## config.mk

```make
export PLATFORM = sky130hd
export DESIGN_NAME = dma_desc_sched
export DESIGN_NICKNAME = d
export VERILOG_FILES = /design/src/rtl/dma_desc_sched.sv
export SDC_FILE = /design/constraint.sdc
export NUM_CORES = 1
export LEC_CHECK = 0
export ABC_AREA = 1
export CAP_MARGIN = 25
export CELL_PAD_IN_SITES_DETAIL_PLACEMENT = 1
export CELL_PAD_IN_SITES_GLOBAL_PLACEMENT = 2
export CORE_AREA = 2 2 210 212
export DETAILED_ROUTE_END_ITERATION = 8
export DIE_AREA = 0 0 212 214
export GPL_TIMING_DRIVEN = 0
export PLACE_DENSITY_LB_ADDON = 0.1
export SYNTH_ARGS = -nofsm -noshare
export SYNTH_HDL_FRONTEND = slang
export SYNTH_SLANG_ARGS = --single-unit
```

## constraint.sdc

```tcl
create_clock -name clk -period 6.61 [get_ports clk]
set_input_delay 0.661 -clock clk [delete_from_list [all_inputs] [get_ports clk]]
set_output_delay 0.661 -clock clk [all_outputs]
set_load 0.05 [all_outputs]
```

## src/rtl/dma_desc_sched.sv

```systemverilog
// Descriptor FIFO plus single-outstanding issue FSM feeding a DMA engine over a start/done level handshake.
// Optional REQ watchdog is built only when DMA_SCHED_TIMEOUT_EN is defined.
module dma_desc_sched #(
  parameter int DEPTH          = 4,
  parameter int AW             = 32,
  parameter int LW             = 16,
  parameter int TW             = 4,
  parameter int TIMEOUT_CYCLES = 1024
) (
  input  logic                       clk,
  input  logic                       rst,
  input  logic                       in_valid,
  output logic                       in_ready,
  input  logic [AW-1:0]              in_src,
  input  logic [AW-1:0]              in_dst,
  input  logic [LW-1:0]              in_len,
  input  logic [TW-1:0]              in_tag,
  output logic                       eng_start,
  output logic [AW-1:0]              eng_src,
  output logic [AW-1:0]              eng_dst,
  output logic [LW-1:0]              eng_len,
  input  logic                       eng_done,
  output logic                       cmpl_valid,
  output logic [TW-1:0]              cmpl_tag,
  output logic                       cmpl_err,
  output logic                       busy,
  output logic [$clog2(DEPTH+1)-1:0] fifo_count
);

  localparam int CW = $clog2(DEPTH+1);
  localparam int PW = $clog2(DEPTH);
  localparam int DW = 2*AW + LW + TW;

  typedef enum logic [1:0] {IDLE, REQ, REL} state_t;

  logic [DW-1:0] mem [DEPTH];
  logic [PW-1:0] wr_ptr_reg, rd_ptr_reg;
  logic [CW-1:0] count_reg, count_next;
  logic          in_ready_reg;
  logic          push, pop;

  state_t        state_reg, state_next;
  logic          eng_start_reg, eng_start_next;
  logic [AW-1:0] eng_src_reg, eng_src_next;
  logic [AW-1:0] eng_dst_reg, eng_dst_next;
  logic [LW-1:0] eng_len_reg, eng_len_next;
  logic [TW-1:0] tag_reg, tag_next;
  logic          cmpl_valid_reg, cmpl_valid_next;
  logic [TW-1:0] cmpl_tag_reg, cmpl_tag_next;
  logic          cmpl_err_reg, cmpl_err_next;
  logic          busy_reg;

  logic [AW-1:0] head_src, head_dst;
  logic [LW-1:0] head_len;
  logic [TW-1:0] head_tag;

`ifdef DMA_SCHED_TIMEOUT_EN
  localparam int TOW = $clog2(TIMEOUT_CYCLES+1);
  logic [TOW-1:0] to_cnt_reg, to_cnt_next;
`else
  logic unused_cfg;
  assign unused_cfg = ^TIMEOUT_CYCLES;
`endif

  assign push = in_valid && in_ready_reg;
  assign {head_src, head_dst, head_len, head_tag} = mem[rd_ptr_reg];

  // Storage carries no reset; validity is tracked entirely by count/pointers.
  always_ff @(posedge clk) begin
    if (push) begin
      mem[wr_ptr_reg] <= {in_src, in_dst, in_len, in_tag};
    end
  end

  always_comb begin
    state_next      = state_reg;
    eng_start_next  = eng_start_reg;
    eng_src_next    = eng_src_reg;
    eng_dst_next    = eng_dst_reg;
    eng_len_next    = eng_len_reg;
    tag_next        = tag_reg;
    cmpl_valid_next = 1'b0;
    cmpl_tag_next   = cmpl_tag_reg;
    cmpl_err_next   = cmpl_err_reg;
    pop             = 1'b0;
`ifdef DMA_SCHED_TIMEOUT_EN
    to_cnt_next     = to_cnt_reg;
`endif
    case (state_reg)
      IDLE: begin
        if (count_reg != '0) begin
          pop          = 1'b1;
          eng_src_next = head_src;
          eng_dst_next = head_dst;
          eng_len_next = head_len;
          tag_next     = head_tag;
          // Zero-length work never reaches the engine; it retires with an error flag.
          if (head_len == '0) begin
            cmpl_valid_next = 1'b1;
            cmpl_tag_next   = head_tag;
            cmpl_err_next   = 1'b1;
          end else begin
            eng_start_next = 1'b1;
            state_next     = REQ;
`ifdef DMA_SCHED_TIMEOUT_EN
            to_cnt_next    = '0;
`endif
          end
        end
      end
      REQ: begin
        if (eng_done) begin
          eng_start_next  = 1'b0;
          cmpl_valid_next = 1'b1;
          cmpl_tag_next   = tag_reg;
          cmpl_err_next   = 1'b0;
          state_next      = REL;
        end
`ifdef DMA_SCHED_TIMEOUT_EN
        else if (to_cnt_reg == TOW'(TIMEOUT_CYCLES-1)) begin
          eng_start_next  = 1'b0;
          cmpl_valid_next = 1'b1;
          cmpl_tag_next   = tag_reg;
          cmpl_err_next   = 1'b1;
          state_next      = REL;
        end else begin
          to_cnt_next = to_cnt_reg + TOW'(1);
        end
`endif
      end
      REL: begin
        if (!eng_done) begin
          state_next = IDLE;
        end
      end
      default: state_next = IDLE;
    endcase

    case ({push, pop})
      2'b10:   count_next = count_reg + CW'(1);
      2'b01:   count_next = count_reg - CW'(1);
      default: count_next = count_reg;
    endcase
  end

  always_ff @(posedge clk) begin
    if (rst) begin
      state_reg      <= IDLE;
      wr_ptr_reg     <= '0;
      rd_ptr_reg     <= '0;
      count_reg      <= '0;
      in_ready_reg   <= 1'b1;
      eng_start_reg  <= 1'b0;
      eng_src_reg    <= '0;
      eng_dst_reg    <= '0;
      eng_len_reg    <= '0;
      tag_reg        <= '0;
      cmpl_valid_reg <= 1'b0;
      cmpl_tag_reg   <= '0;
      cmpl_err_reg   <= 1'b0;
      busy_reg       <= 1'b0;
`ifdef DMA_SCHED_TIMEOUT_EN
      to_cnt_reg     <= '0;
`endif
    end else begin
      state_reg      <= state_next;
      if (push) wr_ptr_reg <= wr_ptr_reg + PW'(1);
      if (pop)  rd_ptr_reg <= rd_ptr_reg + PW'(1);
      count_reg      <= count_next;
      // A pop from a full FIFO only frees the slot for the following cycle.
      in_ready_reg   <= (count_next != CW'(DEPTH));
      eng_start_reg  <= eng_start_next;
      eng_src_reg    <= eng_src_next;
      eng_dst_reg    <= eng_dst_next;
      eng_len_reg    <= eng_len_next;
      tag_reg        <= tag_next;
      cmpl_valid_reg <= cmpl_valid_next;
      cmpl_tag_reg   <= cmpl_tag_next;
      cmpl_err_reg   <= cmpl_err_next;
      busy_reg       <= (state_next != IDLE) || (count_next != '0);
`ifdef DMA_SCHED_TIMEOUT_EN
      to_cnt_reg     <= to_cnt_next;
`endif
    end
  end

  assign in_ready   = in_ready_reg;
  assign eng_start  = eng_start_reg;
  assign eng_src    = eng_src_reg;
  assign eng_dst    = eng_dst_reg;
  assign eng_len    = eng_len_reg;
  assign cmpl_valid = cmpl_valid_reg;
  assign cmpl_tag   = cmpl_tag_reg;
  assign cmpl_err   = cmpl_err_reg;
  assign busy       = busy_reg;
  assign fifo_count = count_reg;

endmodule

```

==> results.ini <==
[final_layout]
syn2layout_area_growth_pct = 27.25
filler_instances = 4483
finalCoreUtilization = 0.4823
fraction_of_layout_cells_with_a_size_suffix_above_1 = 0.08070
largest_reg_flops = 336
design.final.nets = 1667

[power_and_ir_drop]
power-per-cell-area_nw_per_um2 = 463.0
static-leakage-power_uw = 0.007197
irDropWorstVdd_v = 0.0002645

[run_status]
status = finished clean

[placement]
port_buffers = 179
place_hpwl_mm = 29.37
detailedPlace.worstSlack_ps = 3223
gpl.final_weighted_congestion = 0.7428

[clock_tree]
cts_post_setup_buffers_inserted = 0
clk-insertion-delay-late_ps = 580
clock_path_buffers = 3
clk_root_buffer_cell = clkbuf_16
cts_resized = 0
cts_tree = built
cts_num_sinks = 440
cts.htree.levels = 2
cts-buffers-inserted = 48
path_clk_slew_ps = 60
cts.hold.buffers_added = 0

[synthesis]
yosys_top_cell_by_area = edfxtp_1
synth.ff_latch_count = 440
synthesis.yosys.warnings = 0
synth_area_in_compound_gates = 0.1072
synthesis.instances = 1329
yosysSeqAreaShare = 0.7488
synth_fa_ha_area_frac = 0.005080
main_combinational_cell_family_by_area_after_synthesis = compound AO/OA/AOI/OAI gates
post_synthesis_mux_area_share = 0
synth_cell_types = 28
post_synth_and_or_nand_nor_area_fraction = 0.1058
synth_top_cell_area_share = 0.6207
synthXorXnorAreaFrac = 0.001078
syn_nets = 1423
synth_area_sq_um = 16250
top_area_cells_in_the_synthesized_netlist = edfxtp_1 (62%), dfxtp_1 (13%), nor2_1 (6.7%)
syn_avg_cell_area_sq_um = 12.23

[worst_setup_path]
worst_path_max_delay_cell = clkbuf_1
ff2ff_path_depth = 15
critical_path.reg2reg.endpoint = busy
combined_buffer_and_inverter_count_along_the_critical_path = 5
path_length_in_cells_of_the_critical_path = 15
r2r_setup_slack_ps = 3260
timing.rr.start = state_reg[1]
critical_path.max_stage_delay_ps = 660
cp_max_fo = 10
critPathRequiredTime_ps = 7070
critPathMostFrequentCell = nor2_1
timing.critical_path.from_type = register
critical_path.cell_chain = nor2_1, inv_1, nor2_1, clkbuf_1, buf_2, ha_1, inv_1, fa_1, nor2_1, a21oi_1, nand2_1, nor2_1, a21oi_1, inv_1, nand2_1
critPathArrivalTime_ps = 3810
crit_type = reg -> reg
path_delay_family = buffers and inverters
setup.worst_path.end_class = register

[timing]
timing.slew.headroom = 0.4046
maxClockFrequency_ghz = 0.2982
timing.clock.skew_ps = 15.31
actual_transition_at_the_worst_max_transition_pin_ps = 893.1
final.min_clock_period_ps = 3354
final-max-slew-violation-count = 0
final.setup.worst_slack_ps = 3256
final_hold_viol_count = 0
unrepaired_setup_endpoints_after_global_routing = false
timing.final.setup_violations = 0
final_period_util = 0.5074

[routing]
dr.pass1.iters = 5
routed_wire_length_per_instance_um = 20.82
drc = 0
postRouteWirelength_mm = 45.81
drc_violation_total_after_the_first_tritonroute_iteration = 688
vias_per_cell = 4.944
antenna_violating_nets_post_route = 0
dr_total_vias = 10880

[grt]
grt_pass1_vias = 11390
grt_overflow = 0
aggregate_global_route_resource_usage = 0.2048
maximum_number_of_pins_on_one_net_before_global_route_repair = 26
initial_antenna_violation_count = 6
wire_length_of_the_first_global_routing_pass_mm = 68.94

[floorplanning]
placementRows = 76
fp.dieArea_sq_um = 45370
floorplan.die.height_um = 214
chip_width_um = 212
boundaryPins = 180
coreArea_sq_um = 42890
initial_utilization = 0.3790

[worst_hold_path]
timing.hold.worst.start = tag_reg[2]
hold-path-endpoint = tag_reg[2]
hold_path_class = reg -> reg
worstHoldPathCells = 2

[run]
max_cap_viol_count = 0

[layer usage]
metal,global-route usage,vias to the layer above,share of wire
met5,0,-,0.00017
met4,0.06643,2,0.021
li1,-,5216,-
met2,0.3496,180,0.50
met1,0.2644,5413,0.44
met3,0.03445,66,0.038
[area by class of cell]
type	instances	area, sq um	share of cell area
inverters	30	115.1	0.005565
plain buffers	84	406.6	0.01966
clock inverters	18	187.7	0.009074
diodes	4	10.01	0.0004839
multi-input cells	775	3591	0.1736
clock buffers	70	1355	0.06551
repair buffers	194	2115	0.1022
well taps	585	732.0	0.03539
flip-flops and latches	440	12170	0.5885
[synthesized netlist by cell type]
cell / count
nand2_1: 102
ha_1: 5
nand3_1: 38
inv_4: 1
buf_2: 19
xor2_1: 1
fa_1: 1
nor2_4: 1
buf_4: 12
nand2_4: 1
nor2_2: 1
dfxtp_1: 104
nor3_1: 2
a211oi_1: 4
nand2_2: 3
clkinv_1: 1
a21oi_1: 31
edfxtp_1: 336
buf_1: 12
inv_1: 28
a31oi_1: 64
clkbuf_1: 38
o21ai_1: 11
o22ai_1: 4
xnor2_1: 1
buf_6: 3
o21ai_0: 215
nor2_1: 290
[tightest hold or removal path, cell delays in order, from the launching register on]
cell	delay, ps
dfxtp_1	290
inv_1	60
a211oi_1	60
[report_power, final]
group / internal [uW] / switching (uW) / total (uW)
registers: 3430 / 179 / 3610
clock network: 1570 / 1060 / 2640
logic: 977 / 2350 / 3330
[placed cells by master, fill, tap and decap left out, types with 3 or more instances in the layout]
cell | synthesis | routed
buf_1 | 12 | 12
a31oi_1 | 64 | 64
clkinv_1 | 1 | 3
inv_1 | 28 | 28
buf_4 | 12 | 12
ha_1 | 5 | 5
clkbuf_8 | 0 | 5
nor2_1 | 290 | 286
bufinv_16 | 0 | 4
o21ai_0 | 215 | 215
diode_2 | 0 | 4
dfxtp_1 | 104 | 104
buf_12 | 0 | 12
clkinv_2 | 0 | 12
clkbuf_16 | 0 | 49
nand2_1 | 102 | 102
a211oi_1 | 4 | 4
nor2_4 | 1 | 5
clkbuf_1 | 38 | 54
buf_16 | 0 | 3
nand2_2 | 3 | 3
a21oi_1 | 31 | 31
o21ai_1 | 11 | 11
edfxtp_1 | 336 | 336
buf_6 | 3 | 3
o22ai_1 | 4 | 4
buf_2 | 19 | 19
clkdlybuf4s50_1 | 0 | 179
nand3_1 | 38 | 38
[cells by family after synthesis]
logic type / after synthesis
flops: 440
fa+ha+maj: 6
simple gates: 438
compound gates: 329
buf+inv: 114
xor+xnor: 2
[how the worst max path moves through the flow]
stage / endpoint / start
2_1_floorplan: mem[0][0] / in_ready
5_1_grt: in_ready / state_reg[1]
3_5_place_dp: busy / fifo_count[0]
4_1_cts: busy / fifo_count[0]
6_report: busy / state_reg[1]
3_3_place_gp: mem[2][48] / in_valid
[metrics by stage]
stage	std cells	TNS, ps	cell area (sq um)	power, uW	hold slack [ps]
2_1_floorplan	1329	0	16250	5720	430.5
3_3_place_gp	2093	-768150	18780	6992	440.7
3_5_place_dp	2108	0	19130	7055	456.8
4_1_cts	2196	0	20670	9722	466.5
5_1_grt	2197	0	20680	10110	494.6
6_report	2200	0	20680	9577	461.1
(Power assumes the default switching activity.)
